## src/rtl/alu_wb_stage.sv

```systemverilog
// alu_wb_stage: writeback stage behind the 8-bit ALU.
// Results go into a 2-entry FIFO that drains to the register-file write port
// through a valid/ready handshake. Upstream operand fetch can look up results
// that are still queued through a combinational bypass. A sticky bit records
// overflow.
// Optional feature: define WB_OVF_COUNT_EN to add an 8-bit saturating counter
// of overflowing pushes on port ovf_count.
module alu_wb_stage #(
  parameter int DATA_W     = 8,
  parameter int REG_ADDR_W = 3
) (
  input  logic                  clk,
  input  logic                  rst,
  // ALU result input
  input  logic                  in_valid,
  output logic                  in_ready,
  input  logic [DATA_W-1:0]     in_data,
  input  logic                  in_ovf,
  input  logic [REG_ADDR_W-1:0] in_rd,
  input  logic                  in_we,
  // register-file write port
  output logic                  wb_valid,
  input  logic                  wb_ready,
  output logic [DATA_W-1:0]     wb_data,
  output logic [REG_ADDR_W-1:0] wb_addr,
  output logic                  wb_we,
  // bypass lookup
  input  logic [REG_ADDR_W-1:0] byp_addr_a,
  input  logic [REG_ADDR_W-1:0] byp_addr_b,
  output logic                  byp_hit_a,
  output logic                  byp_hit_b,
  output logic [DATA_W-1:0]     byp_data_a,
  output logic [DATA_W-1:0]     byp_data_b,
  // overflow status
  input  logic                  ovf_clr,
  output logic                  status_ovf
`ifdef WB_OVF_COUNT_EN
  ,
  output logic [7:0]            ovf_count
`endif
);

  // Entry storage. The overflow flag is folded into the sticky status at push
  // time and is never observed at the write port, so entries do not carry it.
  logic [DATA_W-1:0]     data_q [2];
  logic [REG_ADDR_W-1:0] rd_q   [2];
  logic                  we_q   [2];

  logic       head_q, head_d;
  logic       tail_q, tail_d;
  logic [1:0] count_q, count_d;
  logic       status_ovf_q, status_ovf_d;

  logic push, pop, push_ovf;
  logic newest;

  // Ready depends only on registered occupancy, never on wb_ready.
  assign in_ready = (count_q != 2'd2) & ~rst;
  assign wb_valid = (count_q != 2'd0) & ~rst;

  assign push     = in_valid & in_ready;
  assign pop      = wb_valid & wb_ready;
  assign push_ovf = push & in_ovf;

  // Head entry is shown only while valid; otherwise the port reads as zero.
  assign wb_data = wb_valid ? data_q[head_q] : '0;
  assign wb_addr = wb_valid ? rd_q[head_q]   : '0;
  assign wb_we   = wb_valid & we_q[head_q];

  assign status_ovf = status_ovf_q;

  // Next-state for pointers, occupancy and sticky overflow.
  always_comb begin
    head_d = head_q ^ pop;
    tail_d = tail_q ^ push;
    unique case ({push, pop})
      2'b10:   count_d = count_q + 2'd1;
      2'b01:   count_d = count_q - 2'd1;
      default: count_d = count_q;
    endcase
    // Set wins over a simultaneous clear.
    if (push_ovf)     status_ovf_d = 1'b1;
    else if (ovf_clr) status_ovf_d = 1'b0;
    else              status_ovf_d = status_ovf_q;
  end

  // Control registers with synchronous reset; queued entries are discarded.
  always_ff @(posedge clk) begin
    // NOTE: sequential state always uses non-blocking assignments so every
    // register samples its inputs as they were before the clock edge.
    if (rst) begin
      head_q       <= 1'b0;
      tail_q       <= 1'b0;
      count_q      <= 2'd0;
      status_ovf_q <= 1'b0;
    end else begin
      head_q       <= head_d;
      tail_q       <= tail_d;
      count_q      <= count_d;
      status_ovf_q <= status_ovf_d;
    end
  end

  // Entry write on push.
  always_ff @(posedge clk) begin
    // NOTE: the entry array has no reset; stale contents are masked by
    // count_q, which keeps the storage plain flops without a reset tree.
    if (push) begin
      data_q[tail_q] <= in_data;
      rd_q[tail_q]   <= in_rd;
      we_q[tail_q]   <= in_we;
    end
  end

  // Newest valid entry sits one slot behind the tail.
  assign newest = ~tail_q;

  // Lookup over queued entries; the newer match overrides the older one.
  // Returns {hit, data}.
  function automatic logic [DATA_W:0] lookup(input logic [REG_ADDR_W-1:0] addr);
    logic [DATA_W:0] res;
    res = '0;
    if (!rst) begin
      if (count_q == 2'd2 && we_q[head_q] && rd_q[head_q] == addr)
        res = {1'b1, data_q[head_q]};
      if (count_q != 2'd0 && we_q[newest] && rd_q[newest] == addr)
        res = {1'b1, data_q[newest]};
    end
    return res;
  endfunction

  // Combinational bypass for both operands.
  always_comb begin
    // NOTE: every output of a combinational block gets a value on every path
    // (here via the function's default) so no latch is inferred.
    {byp_hit_a, byp_data_a} = lookup(byp_addr_a);
    {byp_hit_b, byp_data_b} = lookup(byp_addr_b);
  end

`ifdef WB_OVF_COUNT_EN
  logic [7:0] ovf_count_q, ovf_count_d;

  // Saturating overflow counter; an increment coinciding with clear gives 1.
  always_comb begin
    if (ovf_clr)
      ovf_count_d = push_ovf ? 8'd1 : 8'd0;
    else if (push_ovf && ovf_count_q != 8'hFF)
      ovf_count_d = ovf_count_q + 8'd1;
    else
      ovf_count_d = ovf_count_q;
  end

  // Counter register.
  always_ff @(posedge clk) begin
    if (rst) ovf_count_q <= 8'd0;
    else     ovf_count_q <= ovf_count_d;
  end

  assign ovf_count = ovf_count_q;
`endif

endmodule
```

## config.mk

```make
export PLATFORM = sky130hd
export DESIGN_NAME = alu_wb_stage
export DESIGN_NICKNAME = d
export VERILOG_FILES = /design/src/rtl/alu_wb_stage.sv
export SDC_FILE = /design/constraint.sdc
export NUM_CORES = 1
export LEC_CHECK = 0
export CAP_MARGIN = 20
export CORE_MARGIN = 2
export CORE_UTILIZATION = 50
export DETAILED_ROUTE_END_ITERATION = 7
export PLACE_DENSITY = 0.85
export RECOVER_POWER = 25
export SLEW_MARGIN = 20
export SYNTH_ARGS = -nofsm -noshare
export SYNTH_HDL_FRONTEND = slang
export SYNTH_SLANG_ARGS = --single-unit
export TNS_END_PERCENT = 10
```

## constraint.sdc

```tcl
create_clock -name clk -period 3.51 [get_ports clk]
set_input_delay 0.702 -clock clk [delete_from_list [all_inputs] [get_ports clk]]
set_output_delay 0.702 -clock clk [all_outputs]
set_load 0.03 [all_outputs]
```

==> flow_summary.yaml <==
status:
  status: "finished, final reports clean"
synthesis:
  yosysWarnings: 0
  syn_inst: 169
  synth-seq-cells: 29
  syn_area_um2: 1810
  synthTopCellsByArea: "edfxtp_1 40%, mux2_2 11%, xnor2_1 6.8%"
  synth.largest_area_cell: "edfxtp_1"
  synthDominantCellAreaShare_pct: 39.9
  avgSynthCellArea_um2: 10.7
  ys_types: 28
  syn-num-nets: 196
  ys_seq_area_share_pct: 45.5
timing:
  post-route-period-util_pct: 96.3
  max_freq_ghz: 0.296
  rsz0062_at_grt: "no"
  hold_viol: 0
  fin_worst_skew_ps: 6.25
  slew_headroom_pct: 56.5
  holdWs_ps: 548
  setup_violations: 0
  tns_ps: 0
  tightest_slew_ps: 653
  drv_slew: 0
  setup_ws_ps: 131
  period_needed_ps: 3380
worst_setup_path:
  worst-path-buf-inv: 2
  criticalPathCategory: "in -> out"
  crit_chain: "clkdlybuf4s50_1 -> xnor2_1 -> or4_1 -> nand2b_1 -> a21oi_1 -> buf_4"
  r2r_slack_ps: 1310
  critPathArrivalTime_ps: 2680
  max_stage_delay_ps: 780
  crit_family: "simple AND/OR/NAND/NOR gates"
  cp.required_ps: 2810
  slowest_stage: "or4_1"
  worstPathMaxFanout: 17
  end_kind: "output pin"
  startpoint_type: "input port"
power:
  ir_drop_v: 0.000265
  pwr-share-clk_pct: 23.0
  swShare_pct: 30.7
  p_seq_share_pct: 50.2
  internal_power_w: 0.000562
  switchingPower_w: 0.000249
  leakage_nw: 0.856
  p_per_area_nw_per_um2: 342
  comb_power_share_pct: 26.8
drt:
  first_pass_iters: 4
  wl_per_cell_um: 15.9
  drt_iter0_drc: 73
  viasPerCell: 5.33
  route.final.wire_length_mm: 4.35
  drc: 0
  num_vias: 1461
  ant_nets: 0
floorplan:
  die_h_um: 64.1
  io_pins: 57
  die_w_um: 64.1
  initial_core_util_pct: 53.3
  row_count: 21
  die-area_um2: 4110
  core_um2: 3390
final_layout:
  fill_cells: 253
  multiInputGateArea_um2: 918
  stdcell_count: 274
  syn2layout_area_growth_pct: 31.5
  nets: 254
  regArea_um2: 821
  drive_above_1_share_pct: 28.9
  diodes: 0
cts:
  cts_tree: "built"
  hold_buffers: 0
  cts_setup_buffers: 0
  cts_resized: 0
  cts_made_buffers: 5
  cts.sinks: 29
  path_clk_slew_ps: 90
  clock_latency_ps: 320
  ctsRootBufferMaster: "clkbuf_4"
  clk_path_buf_depth: 2
  cts_htree_levels: 2
grt:
  grt_pass1_vias: 1505
  grt_antenna_before_repair: 0
  grt_pass1_wl_mm: 6.94
  grt-ovfl-total: 0
  grtUsageTotal_pct: 22.3
  grt_start_max_net_pins: 23
hold_path:
  hold_path_class: "reg -> reg"
placed_design:
  globalplace.congestion: 0.797
  port_buffers: 56
  dpl.hpwl_mm: 3.26
  preCtsSetupSlack_ps: 153
  dp_cells: 266
run:
  drv_cap: 0
[placed cells by master (no fill, tap or decap), drive strengths merged, types with 2 or more instances in the layout]
cell           count
buf               35
edfxtp            24
a21oi             19
mux2              18
nand3             16
xnor2             14
clkdlybuf4s50     14
nor2              11
dlygate4sd3       11
nand2             10
and2              10
nand2b             8
mux2i              6
clkbuf             5
dfxtp              5
inv                4
ha                 3
nor4               3
clkinv             3
or4                2
nor2b              2
o21ai              2
[power by group through the flow]
stage / combinational (W) / sequential, W / clock [W]
5_1_grt: 0.000234 / 0.000409 / 0.000204
3_3_place_gp: 0.000213 / 0.000413 / 0
3_5_place_dp: 0.000219 / 0.000415 / 0
2_1_floorplan: 0.000144 / 0.000410 / 0
4_1_cts: 0.000221 / 0.000407 / 0.000189
6_report: 0.000217 / 0.000407 / 0.000187
[final timing paths]
path | startpoint | endpoint | cells after the start
max reg2reg | count_q[0] | count_q[1] | 7
max | byp_addr_a[1] | byp_data_a[5] | 6
min | count_q[1] | count_q[1] | 2
min reg2reg | count_q[1] | count_q[1] | 2
[layer usage]
layer / wire length (µm) / vias to the layer above / track usage, %
met5: 0 / - / 0
met3: 198 / 7 / 3.17
met4: 70 / 0 / 7.98
met1: 1710 / 681 / 25.4
met2: 2380 / 59 / 42.1
li1: - / 714 / -
[worst register-to-register path, stage by stage, from the launching register on]
cell,delay [ps]
dfxtp_1,450
nor2_1,70
or2_2,320
inv_1,280
and2_1,220
ha_1,270
or3_1,370
a21oi_1,150
[state kept, by name (all words and copies together), names as in the netlist]
name        count
head_q          1
data_q         16
we_q            2
tail_q          1
rd_q            6
status_ovf      1
count_q         2
[synth_stat cells, drive strengths merged]
master	count
nor2	11
a21oi	19
xor2	1
nand2	10
or4	2
nor2b	2
nand2b	8
inv	4
o21ai	2
nor4	3
nand3	16
buf	4
edfxtp	24
ha	3
xnor2	14
or3	1
clkbuf	5
dfxtp	5
mux2i	6
and2	10
or2	1
mux2	18
[metrics by stage]
step                      power (W)  utilization [%]  cell area (µm²)
after CTS                  0.000817             70.1             2370
after detailed placement   0.000634             68.6             2320
after global placement     0.000626             68.6             2320
after floorplan            0.000554                -             1810
final                      0.000811             70.1             2370
after global routing       0.000847             70.1             2370
[final cells by class]
class                      count  share of cell area, %
clock buffer                   5                   1.58
clock inverter                 3                  0.527
inverter                       4                  0.632
multi-input combinational    127                   38.7
sequential                    29                   34.6
tap                           46                   2.42
timing repair buffer          60                   21.6
[kinds of logic (layout without fill, tap and decap cells)]
group	Yosys count	after routing	share of synthesized area, %
compound gates	21	21	6.03
xor+xnor	15	15	7.28
fa+ha+maj	3	3	2.08
buf+inv	13	72	3.67
flops	29	29	45.5
mux	24	24	14.8
simple gates	64	64	20.7
(Power assumes the default switching activity.)
